==> config.mk <==
export PLATFORM = sky130hd
export DESIGN_NAME = alu_arbiter
export DESIGN_NICKNAME = d
export VERILOG_FILES = /design/src/rtl/tiny8_types.sv /design/src/rtl/alu.sv /design/src/rtl/alu_arbiter.sv
export SDC_FILE = /design/constraint.sdc
export NUM_CORES = 1
export LEC_CHECK = 0
export CAP_MARGIN = 20
export CORE_UTILIZATION = 40
export DETAILED_ROUTE_END_ITERATION = 10
export GPL_TIMING_DRIVEN = 1
export PLACE_DENSITY = 0.68
export SLEW_MARGIN = 20
export SYNTH_ARGS = -nofsm -noshare
export SYNTH_HDL_FRONTEND = slang
export SYNTH_SLANG_ARGS = --single-unit
export TNS_END_PERCENT = 5
==> constraint.sdc <==
create_clock -name clk -period 3 [get_ports clk]
set_input_delay 0.6 -clock clk [delete_from_list [all_inputs] [get_ports clk]]
set_output_delay 0.6 -clock clk [all_outputs]
set_load 0.02 [all_outputs]
==> src/rtl/tiny8_types.sv <==
// tiny8_types: shared types for the tiny8 datapath.
//   tiny8_word      - 8-bit data word
//   tiny8_aluop     - ALU operation code (encoding 2'd3 is unassigned and yields 0)
//   tiny8_arb_state - state of the ALU arbiter FSM
//   TINY8_MAX_REQ   - largest supported number of ALU requesters
package tiny8_types;

  typedef logic [7:0] tiny8_word;

  typedef enum logic [1:0] {
    ALU_ADD = 2'd0,
    ALU_SUB = 2'd1,
    ALU_MUL = 2'd2
  } tiny8_aluop;

  typedef enum logic [1:0] {
    IDLE = 2'd0,
    EXEC = 2'd1,
    RESP = 2'd2
  } tiny8_arb_state;

  localparam int TINY8_MAX_REQ = 4;

endpackage

==> src/rtl/alu.sv <==
// alu: combinational tiny8 ALU, all results mod 256.
//   op - operation (add, sub, mul; any other code gives 0x00)
//   a  - first operand
//   b  - second operand (mul uses only b[3:0])
//   f  - result
module alu
  import tiny8_types::*;
(
  input  tiny8_aluop op,
  input  tiny8_word  a,
  input  tiny8_word  b,
  output tiny8_word  f
);

  always_comb begin
    f = '0;
    case (op)
      ALU_ADD: f = a + b;
      ALU_SUB: f = a - b;
      // Multiplier is a x 4-bit; the upper nibble of b is ignored.
      ALU_MUL: f = a * {4'b0000, b[3:0]};
      default: f = '0;
    endcase
  end

endmodule

==> src/rtl/alu_arbiter.sv <==
// alu_arbiter: shares one tiny8 alu between NREQ requesters.
// One request is accepted at a time: operands are registered (IDLE), the alu
// result is registered (EXEC), and the result is held for the owner (RESP)
// until that owner accepts it.
//
// Handshakes: a transfer happens on a rising clk edge where valid and ready
// are both high. req_ready is one-hot or zero and only asserted in IDLE;
// resp_valid is one-hot or zero and only asserted to the owner in RESP.
// Requesters hold req_valid and payload stable until accepted.
//
// Ports:
//   clk, rst_n          - clock, asynchronous active-low reset
//   req_valid/req_ready - per-requester request handshake
//   req_op/req_a/req_b  - per-requester payload
//   resp_valid          - per-requester response valid
//   resp_data           - shared result bus (keeps last result)
//   resp_ready          - per-requester response accept
//   dbg_state           - current FSM state
//
// Build option: TINY8_ALU_ARB_RR_EN selects round-robin arbitration; when it
// is undefined, fixed priority (lowest index wins) is used.
module alu_arbiter
  import tiny8_types::*;
#(
  parameter int NREQ = 2
) (
  input  logic                 clk,
  input  logic                 rst_n,
  input  logic [NREQ-1:0]      req_valid,
  output logic [NREQ-1:0]      req_ready,
  input  tiny8_aluop           req_op [NREQ],
  input  tiny8_word            req_a  [NREQ],
  input  tiny8_word            req_b  [NREQ],
  output logic [NREQ-1:0]      resp_valid,
  output tiny8_word            resp_data,
  input  logic [NREQ-1:0]      resp_ready,
  output tiny8_arb_state       dbg_state
);

  localparam int IDXW = (NREQ > 1) ? $clog2(NREQ) : 1;
  typedef logic [IDXW-1:0] idx_t;

  tiny8_arb_state  state;
  idx_t            owner;
  idx_t            win;
  logic [NREQ-1:0] grant;
  tiny8_aluop      op_q;
  tiny8_word       a_q;
  tiny8_word       b_q;
  tiny8_word       result;
  tiny8_word       alu_f;

`ifdef TINY8_ALU_ARB_RR_EN
  idx_t rr_ptr;

  // Search starts at rr_ptr and wraps; first valid requester wins.
  always_comb begin
    int   idx;
    logic found;
    grant = '0;
    win   = '0;
    found = 1'b0;
    idx   = 0;
    for (int k = 0; k < NREQ; k++) begin
      idx = (int'(rr_ptr) + k) % NREQ;
      if (!found && req_valid[idx]) begin
        found      = 1'b1;
        grant[idx] = 1'b1;
        win        = idx_t'(idx);
      end
    end
  end
`else
  // Scan from the top down so the lowest valid index is the last writer.
  always_comb begin
    grant = '0;
    win   = '0;
    for (int k = NREQ - 1; k >= 0; k--) begin
      if (req_valid[k]) begin
        grant    = '0;
        grant[k] = 1'b1;
        win      = idx_t'(k);
      end
    end
  end
`endif

  // Gated by rst_n so no grant is visible while reset is held.
  assign req_ready = (state == IDLE && rst_n) ? grant : '0;

  always_ff @(posedge clk or negedge rst_n) begin
    if (!rst_n) begin
      state  <= IDLE;
      owner  <= '0;
      op_q   <= ALU_ADD;
      a_q    <= '0;
      b_q    <= '0;
      result <= '0;
`ifdef TINY8_ALU_ARB_RR_EN
      rr_ptr <= '0;
`endif
    end else begin
      case (state)
        IDLE: begin
          if (|grant) begin
            owner <= win;
            op_q  <= req_op[win];
            a_q   <= req_a[win];
            b_q   <= req_b[win];
            state <= EXEC;
`ifdef TINY8_ALU_ARB_RR_EN
            rr_ptr <= (int'(win) == NREQ - 1) ? '0 : idx_t'(win + 1'b1);
`endif
          end
        end
        EXEC: begin
          result <= alu_f;
          state  <= RESP;
        end
        RESP: begin
          // Only the owner's accept ends the response.
          if (resp_ready[owner]) state <= IDLE;
        end
        default: state <= IDLE;
      endcase
    end
  end

  always_comb begin
    resp_valid = '0;
    if (state == RESP) resp_valid[owner] = 1'b1;
  end

  assign resp_data = result;
  assign dbg_state = state;

  alu u_alu (
    .op (op_q),
    .a  (a_q),
    .b  (b_q),
    .f  (alu_f)
  );

endmodule

==> run metrics <==
result of the run completed; hold depth 2; post-route setup slack 0.0747 ns; data required time of the worst path roughly 3.2 ns; switching component of the power 2.09 mW; flip-flop and latch count after synthesis 29; number of cells after detailed placement 403; worst endpoint data arrival time 3.13 ns; effective utilization at floorplan 41.5%; standard cell core area 0.00596 mm²; amount of wire on met3 after detailed routing 227 µm; Die Footprint 0.00650 mm²; total grt overflow 0; critical path class flip-flop to flip-flop; Setup-failing EPs final 0; maximum buffer depth of the clock tree 2; slew at the pin closest to its max-slew limit 0.382 ns; final hold viol count 0; width of the die 80.6 µm; relative max-transition margin 74.5%; maximum number of pins on one net before global-route repair 38; First DRT Iteration DRCs 88; height of the chip 80.6 µm; wire length on met2 2830 µm; delay of the slowest critical-path stage 0.53 ns; number of flops mapped to enable cells by yosys 0; drt drc 0; Syn Area/Cell roughly 9.1 µm²; antenna cells 0; number of placed I/O pins 56; share of the core filled with cells in the final layout between 50% and 60%; Critical Path Source a_q[2]; number of clock sinks 29; worst reg2reg path depth 12; input/output buffers 55; GRT Total Usage 19.2%; DRT met1 WL 2590 µm; Leakage Power around 1.5 nW; yosys synthesis warning count 0; crit end category flip-flop; critical path launch point type flip-flop; Hold WC Path Type flip-flop to flip-flop; Worst-Skew Late Latency 0.28 ns; initial antenna violation count 0; Endpoint, Worst Hold resp_data[4]; fraction of the yosys area taken by sequential cells 29.4%; fraction of layout cells with a size suffix above 1 15.5%; depth of the CTS H-tree 2; netlist area before placement 0.00247 mm²; Final Slew Violations 0; Via Count 2,054; total power divided by cell area 1360 mW/mm²; instance count of the mapped netlist 271; GP Congestion 0.907; max capacitance violation total 0; global-route wire length before repair 9310 µm; clock group share of total power 9.3%; Period minus WS final 2.93 ns; setup repair after global routing missed its margin true; cell internal pwr 2.47 mW; wire length per cell between 10 and 15 µm; root buf cell clkbuf_8; Pre-Repair DR Iteration Count 4; list of cells traversed by the critical path and2_4, fa_1, inv_1, fa_1, inv_1, ha_4, nor2b_2, o21a_1, nor2_2, xnor2_1, nand3_1, a41oi_2; P&R area growth vs syn 36.1%; Switching Fraction approximately 46%; CP max stage cell fa_1; maximum vdd ir drop 690 µV; setup clock skew after layout about 0.0052 ns; primary flip-flop cell chosen by synthesis mapping dfrtp_1; final WL 5710 µm; Achievable Freq about 340 MHz; uppermost layer routed met4; part of the total power dissipated in sequential elements 16.9%; number of global-route vias before repair 2,000; period utilization 97.5%; Post-DRT Antenna Nets 0; NumNets Final ~400; number of vias per cell after detailed routing 4.94; CTS tree done; start of the worst register-to-register path a_q[2]; worst hold path startpoint resp_data[4]; detailed-placement wirelength estimate 4450 µm; placement-stage worst setup slack -0.0354 ns; num rows 28; number of CTS-inserted buffers 5; net count of the mapped netlist 340; combinational group share of total power 73.8%; largest driver fanout on the critical path 6; share of synthesized registers carrying an async set or reset 100%; count of placed standard cells in the final layout, fillers left out about 420; number of distinct library cells after synthesis 43; end of the worst register-to-register path resp_data[6]; number of fill cells in the layout 564; R2R setup slack 0.07 ns; clock transition at the registers of the reported paths ~0.07 ns
-- logic make-up (layout without fill, tap and decap cells) --
| kind of cell | after synthesis | after routing | synth area share [%] |
|---|---|---|---|
| buffers and inverters | 35 | 105 | 6.63 |
| adder cells (fa/ha/maj) | 27 | 27 | 16.7 |
| XOR/XNOR | 18 | 18 | 7.24 |
| multiplexers | 21 | 21 | 8.61 |
| flip-flops | 29 | 29 | 29.4 |
| AO/OA/AOI/OAI | 54 | 54 | 13.6 |
| AND/OR/NAND/NOR | 87 | 87 | 17.9 |
-- Yosys cell counts, drive strengths merged, types with 2 or more instances --
cell	instances	area share, %
a21o	2	0.61
a21oi	9	2.0
a31oi	6	2.1
and2	8	2.0
and3	2	0.51
buf	7	2.4
clkbuf	5	0.76
dfrtp	29	29
fa	10	8.1
ha	17	8.6
inv	23	3.5
mux2	2	0.91
mux2i	19	7.7
nand2	38	6.4
nand2b	4	1.0
nand3	2	0.41
nor2	17	2.7
nor2b	9	2.3
nor3	3	1.3
nor3b	3	0.91
o21a	3	0.91
o21ai	28	5.8
o221ai	2	0.71
xnor2	15	5.6
xor2	2	0.71
-- power groups by stage --
stage,logic [mW],registers [mW],clock network [mW]
finish,3.37,0.772,0.425
global route,3.75,0.802,0.452
CTS,3.25,0.768,0.431
detailed placement,3.17,0.781,0
global placement,3.10,0.773,0
floorplan,2.31,0.804,0
-- metal layers --
metal / track usage, % / vias to the layer above
li1: - / 1041
met1: 24.0 / 959
met2: 33.7 / 47
met3: 3.52 / 7
met4: 4.82 / 0
met5: 0 / -
-- layout by cell type (no fill, tap or decap), types with 3 or more instances in the layout --
master           instances
nand2b_1                 4
nor2b_1                  7
and2_1                   6
ha_1                    15
mux2i_1                 19
xnor2_1                 13
a31oi_1                  5
clkdlybuf4s50_1         55
a21oi_1                  7
buf_4                   19
nand2_1                 35
nor3b_1                  3
nor2_1                  15
dfrtp_1                 29
o21ai_1                 25
inv_1                   21
o21a_1                   3
fa_1                     9
clkbuf_8                 6
-- state kept, by name, indices dropped and copies added (netlist names) --
name / count
a_q: 8
b_q: 8
dbg_state: 2
op_q: 2
owner: 1
resp_data: 8
-- stage by stage --
| step | TNS [ns] | hold WS (ns) | instance area, µm² | power (mW) |
|---|---|---|---|---|
| 2_1_floorplan | 0 | 0.304 | 2470 | 3.11 |
| 3_3_place_gp | 0 | 0.470 | 3150 | 3.87 |
| 3_5_place_dp | -0.0354 | 0.480 | 3150 | 3.95 |
| 4_1_cts | 0 | 0.495 | 3300 | 4.45 |
| 5_1_grt | -0.0451 | 0.522 | 3360 | 5.00 |
| 6_report | 0 | 0.486 | 3360 | 4.56 |
-- layout make-up --
class                           instances  area (µm²)  share of cell area (%)
Multi-Input combinational cell        207        1650                    49.0
Sequential cell                        29         726                    21.6
Timing Repair Buffer                   74         693                    20.6
Tap cell                               75        93.8                    2.79
Clock buffer                            7        86.3                    2.57
Inverter                               23        86.3                    2.57
Clock inverter                          1        30.0                   0.893
-- how the worst max path moves through the flow --
| stage | end | slack (ns) | cells after the start |
|---|---|---|---|
| 6_report | resp_data[6] | 0.07 | 12 |
| 5_1_grt | resp_data[6] | -0.03 | 12 |
| 4_1_cts | resp_data[6] | 0.0004 | 12 |
| 3_5_place_dp | resp_data[6] | -0.04 | 12 |
| 3_3_place_gp | resp_data[6] | 0.03 | 12 |
| 2_1_floorplan | resp_data[6] | 0.09 | 14 |
-- critical path: cells and delay by family (launching register included) --
| family | cells | cell delay (ns) |
|---|---|---|
| AND/OR/NAND/NOR | 4 | 0.56 |
| XOR/XNOR | 1 | 0.13 |
| flip-flops | 1 | 0.44 |
| AO/OA/AOI/OAI | 2 | 0.32 |
| buffers and inverters | 2 | 0.12 |
| adder cells (fa/ha/maj) | 3 | 1.28 |
-- what timing repair did --
| item | CTS | global route |
|---|---|---|
| pin swaps | 0 | 11 |
| resized for setup | 1 | 12 |
| buffers inserted | 3 | 2 |
| hold buffers | 0 | 0 |
| endpoints found under the setup margin | 1 | 2 |
Note: power is estimated with default switching activity, not from simulation.
